[config.mk]
export PLATFORM = sky130hd
export DESIGN_NAME = sat_counter
export DESIGN_NICKNAME = d
export VERILOG_FILES = /design/src/rtl/test_status_monitor_sat_counter.sv
export SDC_FILE = /design/constraint.sdc
export NUM_CORES = 1
export LEC_CHECK = 0
export BUFFER_PORTS_ARGS = -buffer_cell sky130_fd_sc_hd__buf_2
export CORE_MARGIN = 2
export CORE_UTILIZATION = 55
export CTS_BUF_LIST = sky130_fd_sc_hd__clkbuf_4
export DETAILED_ROUTE_END_ITERATION = 12
export PLACE_DENSITY = 0.8
export SYNTH_ARGS = -nofsm -noshare
export SYNTH_HDL_FRONTEND = slang
export SYNTH_SLANG_ARGS = --single-unit
[constraint.sdc]
create_clock -name clk -period 2.83 [get_ports clk]
set_input_delay 0.1415 -clock clk [delete_from_list [all_inputs] [get_ports clk]]
set_output_delay 0.1415 -clock clk [all_outputs]
set_load 0.03 [all_outputs]
[src/rtl/test_status_monitor_sat_counter.sv]
// -----------------------------------------------------------------------------
// sat_counter
// Up-counter that sticks at its all-ones value instead of wrapping.
// Ports:
//   clk   - rising-edge clock
//   rst   - synchronous active-high reset, clears the count
//   en    - count one this cycle
//   count - registered count value
// WIDTH must be at least 1.
// -----------------------------------------------------------------------------
module sat_counter #(
  parameter int WIDTH = 32
) (
  input  logic             clk,
  input  logic             rst,
  input  logic             en,
  output logic [WIDTH-1:0] count
);

  localparam logic [WIDTH-1:0] CNT_MAX = {WIDTH{1'b1}};
  localparam logic [WIDTH-1:0] CNT_ONE = WIDTH'(1);

  logic [WIDTH-1:0] r_count;

  // Count register: clears on reset, increments when enabled until saturated.
  always_ff @(posedge clk) begin
    if (rst) begin
      r_count <= {WIDTH{1'b0}};
    end else if (en && (r_count != CNT_MAX)) begin
      r_count <= r_count + CNT_ONE;
    end else begin
      r_count <= r_count;
    end
  end

  assign count = r_count;

endmodule

==> results.md <==
| Item | This run |
| --- | --- |
| Bufs and invs on worst path | 1 |
| Overflow left after global routing | 0 |
| Final critical-path share of the clock period | 0.830 |
| Post-cts resize count | 0 |
| Clock slew at the register clock pins of the worst setup and hold paths | 0.09 ns |
| Endpoints failing hold | 0 |
| Area of the placeable core | 2980 um2 |
| WP data arrival | 2.54 ns |
| Fill cell instance count of the final layout | 274 |
| Synthesis-to-finish area growth | 15.9% |
| Initial antenna violation count | 0 |
| Setup-failing EPs final | 0 |
| Delay of the slowest cell on the worst path | 0.55 ns |
| Initial Utilization | 0.562 |
| Pins over their slew limit | 0 |
| RSZ-0062 raised after global routing | no |
| Flops & latches, synth | 32 |
| Relative max-transition margin | 0.574 |
| Crit path required time | 3.02 ns |
| Detailed-router iteration count before antenna repair | 4 |
| Crit path max-delay cell type | nor4_2 |
| Fraction of the yosys area taken by sequential cells | 0.383 |
| Final min period | 2.35 ns |
| Post-Synthesis Cell Area | 1670 um2 |
| Critical path origin | count[16] |
| Combinational Power Share | 0.040 |
| Clock tree from TritonCTS | done |
| Drt via density | 6.25 |
| Top library cells by usage in the layout, fill and taps aside | 34 x buf_2, 32 x dfxtp_1, 22 x a21oi_1 |
| Routed WL per cell | 14.9 um |
| First-pass GRT wire length | 6.34 mm |
| Overall routing resource usage | 0.243 |
| Number of routed nets with antenna violations | 0 |
| Category of the worst setup path capture point | flip-flop |
| Highest attainable clock frequency | 0.426 GHz |
| Count of boundary I/O pins | 35 |
| Pwr/cell area | 387 nW/um2 |
| CP delay by family, top | simple AND/OR/NAND/NOR gates |
| Commonest non-fill, non-tap cell in the layout | buf_2 |
| Type of the tightest min-delay check | primary input to flip-flop |
| Violation count after the first detailed-route iteration | 133 |
| TritonCTS buffer count | 5 |
| Buffer levels on the longest clock path | 2 |
| Worst ir drop on vdd | 0.000256 V |
| Cell-by-cell trace of the critical path | nand3_2 -> or3b_1 -> nor4_2 -> buf_4 -> or4_1 -> a21oi_1 |
| Average cell area after synthesis | 8.41 um2 |
| Antenna fix cells | 0 |
| Count of yosys warnings during synthesis | 0 |
| Final #Nets | 238 |
| Total wirelength of the detailed-routed design | 3.99 mm |
| Number of H-tree levels | 2 |
| Post-route DRC | 0 |
| Insertion delay to the later sink of the worst-skew pair | 0.33 ns |
| Row cnt | 20 |
| Worst Setup Slack, final | 0.481 ns |
| Number of buffers inserted by port buffering | 34 |
| Leakage component of the power | 0.695 nW |
| Share of the core filled with cells in the final layout | 0.652 |
| Number of nets in the synthesized netlist | 203 |
| Net switching share of the total power | 0.232 |
| Net switching power | 175 uW |
| Largest net degree at the start of global routing | 36 |
| Pre-CTS WS | 0.510 ns |
| Slew at the pin closest to its max-slew limit | 0.634 ns |
| Area enclosed by the die boundary | 3500 um2 |
| Cell internal power dissipation | 576 uW |
| CP Max Fanout | 15 |
| Total half-perimeter wirelength after legalization and detailed placement | 2.84 mm |
| Area used by multi-input combinational logic | 987 um2 |
| Flip-flop and latch area | 641 um2 |
| Outcome | finished clean |
| Via count of the first global-routing pass | 1,383 |
| Die span in y | 59.2 um |
| CTS root buffer | clkbuf_4 |
| Fraction of layout cells with a size suffix above 1 | 0.234 |
| Type of element launching the critical path | flip-flop |
| Worst Min Path Start | en |
| Reg2Reg Launch Point | count[16] |
| Relative contribution of the clock network to total power | 0.352 |
| Clock Skews | 0.00535 ns |
| Portion of total power attributed to sequential cells | 0.609 |
| Sink count of the clock tree | 32 |
| Final RePlAce weighted congestion | 0.763 |
| Fin Setup TNS | 0 ns |
| Max-cap violation count | 0 |
| Library cells used by synthesis | 39 |
| Via count | 1,675 |
| Max reg flops | 32 |
| Classification of the worst setup path | flip-flop to flip-flop |
| Post-CTS Setup Inserts | 0 |
| Number of standard cells after synthesis | 199 |
| Die X | 59.2 um |
| Number of hold-repair buffers added at the cts stage | 0 |
[area by class of cell]
| cell class | instances | share of cell area |
|---|---|---|
| clock buffer | 7 | 0.0271 |
| sequential | 32 | 0.330 |
| clock inverter | 1 | 0.00193 |
| tap | 33 | 0.0213 |
| multi-input combinational | 154 | 0.509 |
| inverter | 2 | 0.00387 |
| timing repair buffer | 39 | 0.107 |
[power by group through the flow]
stage                     registers, mW  logic [mW]  clock network (mW)
after CTS                         0.457      0.0302               0.268
final                             0.457      0.0299               0.264
after detailed placement          0.467      0.0302                   0
after global routing              0.458      0.0331               0.291
after floorplan                   0.473      0.0157                   0
after global placement            0.467      0.0291                   0
[synth_stat cells (all sizes together)]
cell / number / area [um2]
nand4: 10 / 62.6
a21o: 1 / 7.51
or3: 11 / 73.8
and2: 1 / 6.26
nor3: 2 / 10.0
clkbuf: 8 / 30.0
a211oi: 1 / 7.51
o41ai: 1 / 27.5
a31oi: 1 / 6.26
nand2b: 1 / 6.26
a31o: 1 / 8.76
and3: 4 / 30.0
nor2: 14 / 52.6
nor4: 5 / 37.5
o21ai: 8 / 40.0
dfxtp: 32 / 641
or4: 12 / 90.1
ha: 1 / 12.5
nor2b: 2 / 12.5
nand2: 10 / 37.5
nand3: 14 / 75.1
mux2i: 1 / 10.0
inv: 2 / 7.51
nor3b: 2 / 15.0
xor2: 1 / 8.76
xnor2: 6 / 52.6
a21oi: 22 / 110
and4: 4 / 35.0
mux2: 2 / 22.5
or2: 1 / 6.26
a2111oi: 2 / 17.5
o31ai: 12 / 90.1
buf: 3 / 15.0
or3b: 1 / 8.76
[tightest hold or removal path: stages]
cell and delay [ns]:
buf_2 0.14, o41ai_4 0.10, xor2_1 0.08, nor2_1 0.07
[routing by layer]
| layer | part of all wire | up-vias | global-route usage |
|---|---|---|---|
| met1 | 0.45 | 785 | 0.297 |
| met4 | 0.012 | 0 | 0.0942 |
| met3 | 0.048 | 4 | 0.0742 |
| li1 | - | 840 | - |
| met2 | 0.49 | 46 | 0.400 |
| met5 | 0 | - | 0 |
[stage by stage]
step           instance area, um2  total power [mW]  std cells  hold slack [ns]
5_1_grt                      1940             0.782        268            0.242
3_5_place_dp                 1880             0.498        260            0.493
2_1_floorplan                1670             0.489        199            0.364
4_1_cts                      1940             0.756        268            0.219
3_3_place_gp                 1880             0.496        260            0.480
6_report                     1940             0.751        268            0.227
[logic make-up (layout without fill, tap and decap cells)]
kind of cell	Yosys count	count (layout)	share of synthesized area
multiplexers	3	3	0.0194
adder cells (fa/ha/maj)	1	1	0.00747
AO/OA/AOI/OAI	49	49	0.188
XOR/XNOR	7	7	0.0366
flip-flops	32	32	0.383
AND/OR/NAND/NOR	94	94	0.334
buffers and inverters	13	49	0.0314
[worst paths after layout]
check | end | cells after the start | slack [ns]
worst max-delay path | count[26] | 6 | 0.48
worst min-delay path | count[0] | 4 | 0.23
worst max register to register | count[26] | 6 | 0.48
worst min register to register | count[23] | 2 | 0.50
(Power assumes the default switching activity.)
